<file path="config.mk">
export PLATFORM = sky130hd
export DESIGN_NAME = serial_adder_ctrl_flat
export DESIGN_NICKNAME = d
export VERILOG_FILES = /design/src/rtl/serial_adder_ctrl_pkg.sv /design/src/rtl/serial_adder_ctrl_if.sv /design/src/rtl/serial_adder_ctrl_full_adder.sv /design/src/rtl/serial_adder_ctrl.sv /design/src/flat_wrapper.sv
export SDC_FILE = /design/constraint.sdc
export NUM_CORES = 1
export LEC_CHECK = 0
export CORE_ASPECT_RATIO = 1.75
export CORE_UTILIZATION = 55
export CTS_CLUSTER_SIZE = 30
export DETAILED_ROUTE_END_ITERATION = 7
export PLACE_DENSITY_LB_ADDON = 0.3
export SETUP_SLACK_MARGIN = 0.02
export SYNTH_ARGS = -nofsm -noshare
export SYNTH_HDL_FRONTEND = slang
export SYNTH_SLANG_ARGS = --single-unit
export TNS_END_PERCENT = 20
</file>
<file path="constraint.sdc">
create_clock -name clk -period 2.1 [get_ports clk]
set_input_delay 0.21 -clock clk [delete_from_list [all_inputs] [get_ports clk]]
set_output_delay 0.21 -clock clk [all_outputs]
set_load 0.02 [all_outputs]
</file>
<file path="src/rtl/serial_adder_ctrl_pkg.sv">
// serial_adder_ctrl_pkg: shared FSM state encoding for the bit-serial adder controller
package serial_adder_ctrl_pkg;
  localparam int STATE_W = 2;
  typedef enum logic [STATE_W-1:0] {IDLE, RUN, DONE} state_t;
endpackage

</file>
<file path="src/rtl/serial_adder_ctrl_if.sv">
// serial_adder_ctrl_if: start/done request bus; SERIAL_ADDER_SUB_EN adds the sub request bit
interface serial_adder_ctrl_if #(parameter int WIDTH = 8);
  logic start;
  logic [WIDTH-1:0] A;
  logic [WIDTH-1:0] B;
  logic C_in;
  logic busy;
  logic done;
  logic [WIDTH-1:0] S;
  logic C_out;
  logic overflow;
`ifdef SERIAL_ADDER_SUB_EN
  logic sub;
  modport master (output start, A, B, C_in, sub, input busy, done, S, C_out, overflow);
  modport slave (input start, A, B, C_in, sub, output busy, done, S, C_out, overflow);
`else
  modport master (output start, A, B, C_in, input busy, done, S, C_out, overflow);
  modport slave (input start, A, B, C_in, output busy, done, S, C_out, overflow);
`endif
endinterface

</file>
<file path="src/rtl/serial_adder_ctrl_full_adder.sv">
// serial_adder_ctrl_full_adder: purely combinational one-bit full-adder cell
module serial_adder_ctrl_full_adder (
  input  logic A,
  input  logic B,
  input  logic C_in,
  output logic S,
  output logic C_out
);
  assign S = A ^ B ^ C_in;
  assign C_out = (A & B) | (C_in & (A ^ B));
endmodule

</file>
<file path="src/rtl/serial_adder_ctrl.sv">
// serial_adder_ctrl: bit-serial adder, one full-adder cell reused LSB first over WIDTH clocks.
// Define SERIAL_ADDER_SUB_EN to add the sub request bit (S = A - B).
module serial_adder_ctrl
  import serial_adder_ctrl_pkg::*;
#(
  parameter int WIDTH = 8
) (
  input logic clk,
  input logic reset_n,
  serial_adder_ctrl_if.slave bus
);
  localparam int CW = $clog2(WIDTH);
  state_t state, state_nxt;
  logic [WIDTH-1:0] a_sr, b_sr, sum_sr, s_q, b_in;
  logic [CW-1:0] cnt;
  logic carry, c_q, ovf_q, cell_s, cell_c, c_init, accept, last;
`ifdef SERIAL_ADDER_SUB_EN
  assign b_in = bus.sub ? ~bus.B : bus.B;
  assign c_init = bus.sub | bus.C_in;
`else
  assign b_in = bus.B;
  assign c_init = bus.C_in;
`endif
  assign accept = bus.start && state != RUN;
  assign last = cnt == CW'(WIDTH - 1);
  serial_adder_ctrl_full_adder u_fa (
    .A(a_sr[0]),
    .B(b_sr[0]),
    .C_in(carry),
    .S(cell_s),
    .C_out(cell_c)
  );
  always_ff @(posedge clk or negedge reset_n)
    if (!reset_n) state <= IDLE;
    else state <= state_nxt;
  always_comb
    state_nxt = (state == RUN) ? (last ? DONE : RUN) : (bus.start ? RUN : IDLE);
  always_comb begin
    bus.busy = state == RUN;
    bus.done = state == DONE;
    bus.S = s_q;
    bus.C_out = c_q;
    bus.overflow = ovf_q;
  end
  // carry FF holds the carry into the current bit, so on the last bit it is the carry into the MSB
  always_ff @(posedge clk or negedge reset_n)
    if (!reset_n) begin
      a_sr <= '0;
      b_sr <= '0;
      sum_sr <= '0;
      s_q <= '0;
      cnt <= '0;
      carry <= 1'b0;
      c_q <= 1'b0;
      ovf_q <= 1'b0;
    end else if (accept) begin
      a_sr <= bus.A;
      b_sr <= b_in;
      carry <= c_init;
      cnt <= '0;
    end else if (state == RUN) begin
      a_sr <= a_sr >> 1;
      b_sr <= b_sr >> 1;
      carry <= cell_c;
      cnt <= cnt + CW'(1);
      sum_sr <= {cell_s, sum_sr[WIDTH-1:1]};
      if (last) begin
        s_q <= {cell_s, sum_sr[WIDTH-1:1]};
        c_q <= cell_c;
        ovf_q <= carry ^ cell_c;
      end
    end
endmodule
</file>
<file path="src/flat_wrapper.sv">
// flat-port wrapper written by rule: the top's interface ports become plain ports
module serial_adder_ctrl_flat import serial_adder_ctrl_pkg::*;
#(
  parameter int WIDTH = 8
)
  (clk, reset_n, bus_start, bus_A, bus_B, bus_C_in, bus_busy, bus_done, bus_S, bus_C_out, bus_overflow);
  serial_adder_ctrl_if #(.WIDTH(WIDTH)) bus_i ();
  input logic clk;
  input logic reset_n;
  input wire logic [$bits(bus_i.start)-1:0] bus_start;
  input wire logic [$bits(bus_i.A)-1:0] bus_A;
  input wire logic [$bits(bus_i.B)-1:0] bus_B;
  input wire logic [$bits(bus_i.C_in)-1:0] bus_C_in;
  output wire logic [$bits(bus_i.busy)-1:0] bus_busy;
  output wire logic [$bits(bus_i.done)-1:0] bus_done;
  output wire logic [$bits(bus_i.S)-1:0] bus_S;
  output wire logic [$bits(bus_i.C_out)-1:0] bus_C_out;
  output wire logic [$bits(bus_i.overflow)-1:0] bus_overflow;
  assign bus_i.start = bus_start;
  assign bus_i.A = bus_A;
  assign bus_i.B = bus_B;
  assign bus_i.C_in = bus_C_in;
  assign bus_busy = bus_i.busy;
  assign bus_done = bus_i.done;
  assign bus_S = bus_i.S;
  assign bus_C_out = bus_i.C_out;
  assign bus_overflow = bus_i.overflow;
  serial_adder_ctrl #(.WIDTH(WIDTH)) u_core (.clk(clk), .reset_n(reset_n), .bus(bus_i));
endmodule
</file>
==> results summary <==
For flop-to-flop paths, the worst setup slack is 0.63 ns. After detailed routing, the number of remaining DRC violations is 0. The die outline width came out at 43.9 um. The simple-gate share of the synthesized area is 8.06%.

The largest driver fanout on the critical path is 3. The post-synthesis net count is 154. The clock buffer count from CTS is 5. The number of nets in the layout is 186.

The via count of the first global-routing pass came out at 1053. The count of cells along the worst register-to-register path came out at 4. Setup repair after global routing left no endpoint under its margin. Yosys attributes the largest share of cell area to sky130_fd_sc_hd__dfrtp_1 (58%), sky130_fd_sc_hd__mux2i_1 (10%), sky130_fd_sc_hd__mux2_2 (10%), sky130_fd_sc_hd__o21ai_0 (5.3%), sky130_fd_sc_hd__nand2_1 (4.0%). The critical path is of the register to output pin type.

The number of resized instances in the post-cts repair step came out at 0. The analysis attributes to cell leakage a power of 0.000988 uW. The floorplan step defined a die boundary enclosing 3310 sq um.

The post-route setup TNS is 0 ns. The number of setup violations in the final report is 0. The adder-cell share of the synthesized area came out at 2.66%. The number of buffers on the longest clock path came out at 2. The worst-case headroom to the max-slew limit is 44.5%. The top cell type's share of synthesized area is 57.6%. The shortest period the worst path allows is 1.70 ns. The first-pass GRT wire length is 4760 um. After technology mapping, the gate count stands at 131. The worst register-to-register path ends at u_core.bus.C_out. For this block, the routed nets add up to 2760 um of wire. By area, the combinational part of the netlist is dominated by multiplexers. The finished cells cover 2080 sq um. The die boundary height came out at 75.4 um.

The maximum operating frequency is 589 MHz. The max-slew violation total from the final report is 0. The number of optimization iterations in the first detailed-route pass is 6. The flow ran to the end, and the final reports show no timing, DRC or antenna violations. The initial antenna violation count is 0. The number of DRC markers after the initial detailed-route iteration is 18. The maximum vdd drop came out at 1.04 mV.

The critical path data arrival time came out at 1.49 ns. Of the available clock period, the critical path in the final layout requires 80.9%. For this run the aggregate overflow at the end of global routing stands at 0. The synthesized design spends more area on one cell type than any other, namely sky130_fd_sc_hd__dfrtp_1.

Synthesis inferred 39 register bits. The ratio of cells with drive above 1 in the final layout came out at 17.7%. The type of destination of the critical path is an output pin.

The total number of vias came out at 1057. The clock-pin slew on the worst setup and hold paths came out at 0.07 ns. The area of the core came out at 2930 sq um. The root cell of the clock tree is sky130_fd_sc_hd__clkbuf_8. The kind of path behind the tightest hold check is input port to asynchronous set/reset pin. The most critical setup path has its startpoint at u_core.state[0]. The synthesized netlist contains 19 unique library cells. The slowest stage of the critical path is the sky130_fd_sc_hd__clkdlybuf4s50_1 cell. The starting density of the core is 57.8%. The detailed placement HPWL is 2000 um. The transition time at the pin with the least slew margin is 0.833 ns. The largest net degree at the start of global routing is 46.

The worst setup path is launched from a register. The sequential-to-total area share from yosys stat is 57.6%. Dividing the detail-routed wire length by the instance count gives 14.4 um. The required time at the endpoint of the critical path is 1.89 ns. The longest individual stage delay on the worst path is 0.59 ns. The count of endpoints failing hold in the final timing report is 0.

The post-detailed-placement cell area is 1980 sq um. The compound-cell area share of the yosys netlist is 5.32%. The antenna diode instance count is 0.

The mapped cell area came out at 1690 sq um. The final weighted congestion in routability-driven placement is 0.669. Of the total synthesized cell area, the portion taken by XOR and XNOR cells is 0.517%. The hold slack is 0.0194 ns. In this run the power density over the cells is 1460 nW/um^2. Max-cap violations in this run came to 0. The proportion of synthesized area in mux cells is 21.8%. The power consumption came out at 3050 uW. The count of port buffers added during placement is 31. The count of hold-fix buffers inserted at cts came out at 0. The number of buffers added for setup after CTS is 0.

The clock latency on the worst-skew pair came out at 0.29 ns. The number of nets with antenna violations after detailed routing is 0. Compared with the post-synthesis result, the final layout area differs by 23.1%. The level count of the clock H-tree came out at 2. TritonCTS built the clock tree. The I/O pin total is 32. During synthesis, Yosys emitted a total of 0 warnings. The overall fraction of global-route tracks in use is 20.3%. The source of the worst register-to-register timing path is u_core.cnt[0]. The site row count came out at 26. Walking the worst path, the cells encountered are and2b_1 > clkdlybuf4s50_1. For the final database, setup skew stands at 0.00474 ns. A synthesized cell averages 12.9 sq um. The clock drives 39 sinks. After detailed routing, the number of vias per cell comes to 5.51.
[worst max-delay path, delay by kind of cell, from the launching register on]
kind / cells / cell delay (ns)
AND/OR/NAND/NOR: 1 / 0.20
flip-flops: 1 / 0.41
buffers and inverters: 1 / 0.59
[how the worst max path moves through the flow]
stage / to / slack (ns) / depth (start not counted)
2_1_floorplan: u_core.bus.S[1] / 0.68 / 5
3_3_place_gp: u_core.cnt[0] / 0.65 / 4
3_5_place_dp: u_core.cnt[0] / 0.62 / 4
4_1_cts: bus_done / 0.38 / 2
5_1_grt: bus_done / 0.35 / 2
6_report: bus_done / 0.40 / 2
[registers in the layout (all words and copies together), names as in the netlist]
register,cells
u_core.a_sr,8
u_core.state,2
u_core.b_sr,8
u_core.cnt,3
u_core.bus.S,8
u_core.carry,1
u_core.bus.C_out,1
u_core.sum_sr,7
u_core.bus.overflow,1
[power by group]
group          switching [uW]  internal (uW)  total (uW)
logic                     576            629        1210
clock network             242            300         541
registers                 205           1090        1300
[cell usage after synthesis]
cell,count
sky130_fd_sc_hd__dfrtp_1,39
sky130_fd_sc_hd__nand2_1,18
sky130_fd_sc_hd__o21ai_0,18
sky130_fd_sc_hd__mux2i_1,17
sky130_fd_sc_hd__mux2_2,15
sky130_fd_sc_hd__nor2_1,4
sky130_fd_sc_hd__buf_6,3
sky130_fd_sc_hd__buf_2,2
sky130_fd_sc_hd__buf_4,2
sky130_fd_sc_hd__ha_1,2
sky130_fd_sc_hd__mux2_4,2
sky130_fd_sc_hd__nand2b_1,2
sky130_fd_sc_hd__and2b_1,1
sky130_fd_sc_hd__clkbuf_2,1
sky130_fd_sc_hd__fa_1,1
sky130_fd_sc_hd__inv_1,1
sky130_fd_sc_hd__nand3b_4,1
sky130_fd_sc_hd__nor2b_4,1
sky130_fd_sc_hd__xnor2_1,1
[metal layers]
metal	vias up	wire length, um	track usage, %
met2	30	1460	32.8
met1	516	1140	24.9
li1	504	-	-
met3	7	106	5.69
met4	0	60	10.1
met5	-	0	0
[through the flow]
step                setup slack (ns)  util, %  instances
finish                         0.402     71.2        192
global route                   0.347     71.2        192
CTS                            0.381     71.2        192
detailed placement             0.620     67.8        184
global placement               0.653     67.8        184
floorplan                      0.684        -        131
[area by class of cell]
| type | instances | area, sq um |
|---|---|---|
| repair buffers | 33 | 320 |
| well taps | 28 | 35.0 |
| flip-flops and latches | 39 | 976 |
| multi-input cells | 83 | 649 |
| inverters | 1 | 3.75 |
| fillers | 228 | 843 |
| clock buffers | 8 | 100 |
[kinds of logic (layout without fill, tap and decap cells)]
kind of cell,count (synthesis),count (layout)
flops,39,39
mux,34,34
simple gates,27,27
compound gates,18,18
buf+inv,9,42
fa+ha+maj,3,3
xor+xnor,1,1
[cells in the final DEF (no fill, tap or decap)]
cell | Yosys | routed
sky130_fd_sc_hd__and2b_1 | 1 | 1
sky130_fd_sc_hd__clkbuf_1 | 0 | 1
sky130_fd_sc_hd__dfrtp_1 | 39 | 39
sky130_fd_sc_hd__buf_4 | 2 | 2
sky130_fd_sc_hd__nor2_1 | 4 | 4
sky130_fd_sc_hd__nand2_1 | 18 | 18
sky130_fd_sc_hd__clkdlybuf4s50_1 | 0 | 30
sky130_fd_sc_hd__mux2i_1 | 17 | 17
sky130_fd_sc_hd__nor2b_4 | 1 | 1
sky130_fd_sc_hd__inv_1 | 1 | 1
sky130_fd_sc_hd__mux2_4 | 2 | 2
sky130_fd_sc_hd__buf_2 | 2 | 1
sky130_fd_sc_hd__xnor2_1 | 1 | 1
sky130_fd_sc_hd__o21ai_0 | 18 | 18
sky130_fd_sc_hd__ha_1 | 2 | 2
sky130_fd_sc_hd__nand3b_4 | 1 | 1
sky130_fd_sc_hd__fa_1 | 1 | 1
sky130_fd_sc_hd__clkbuf_8 | 0 | 7
sky130_fd_sc_hd__mux2_2 | 15 | 15
sky130_fd_sc_hd__nand2b_1 | 2 | 2
(Power assumes the default switching activity.)
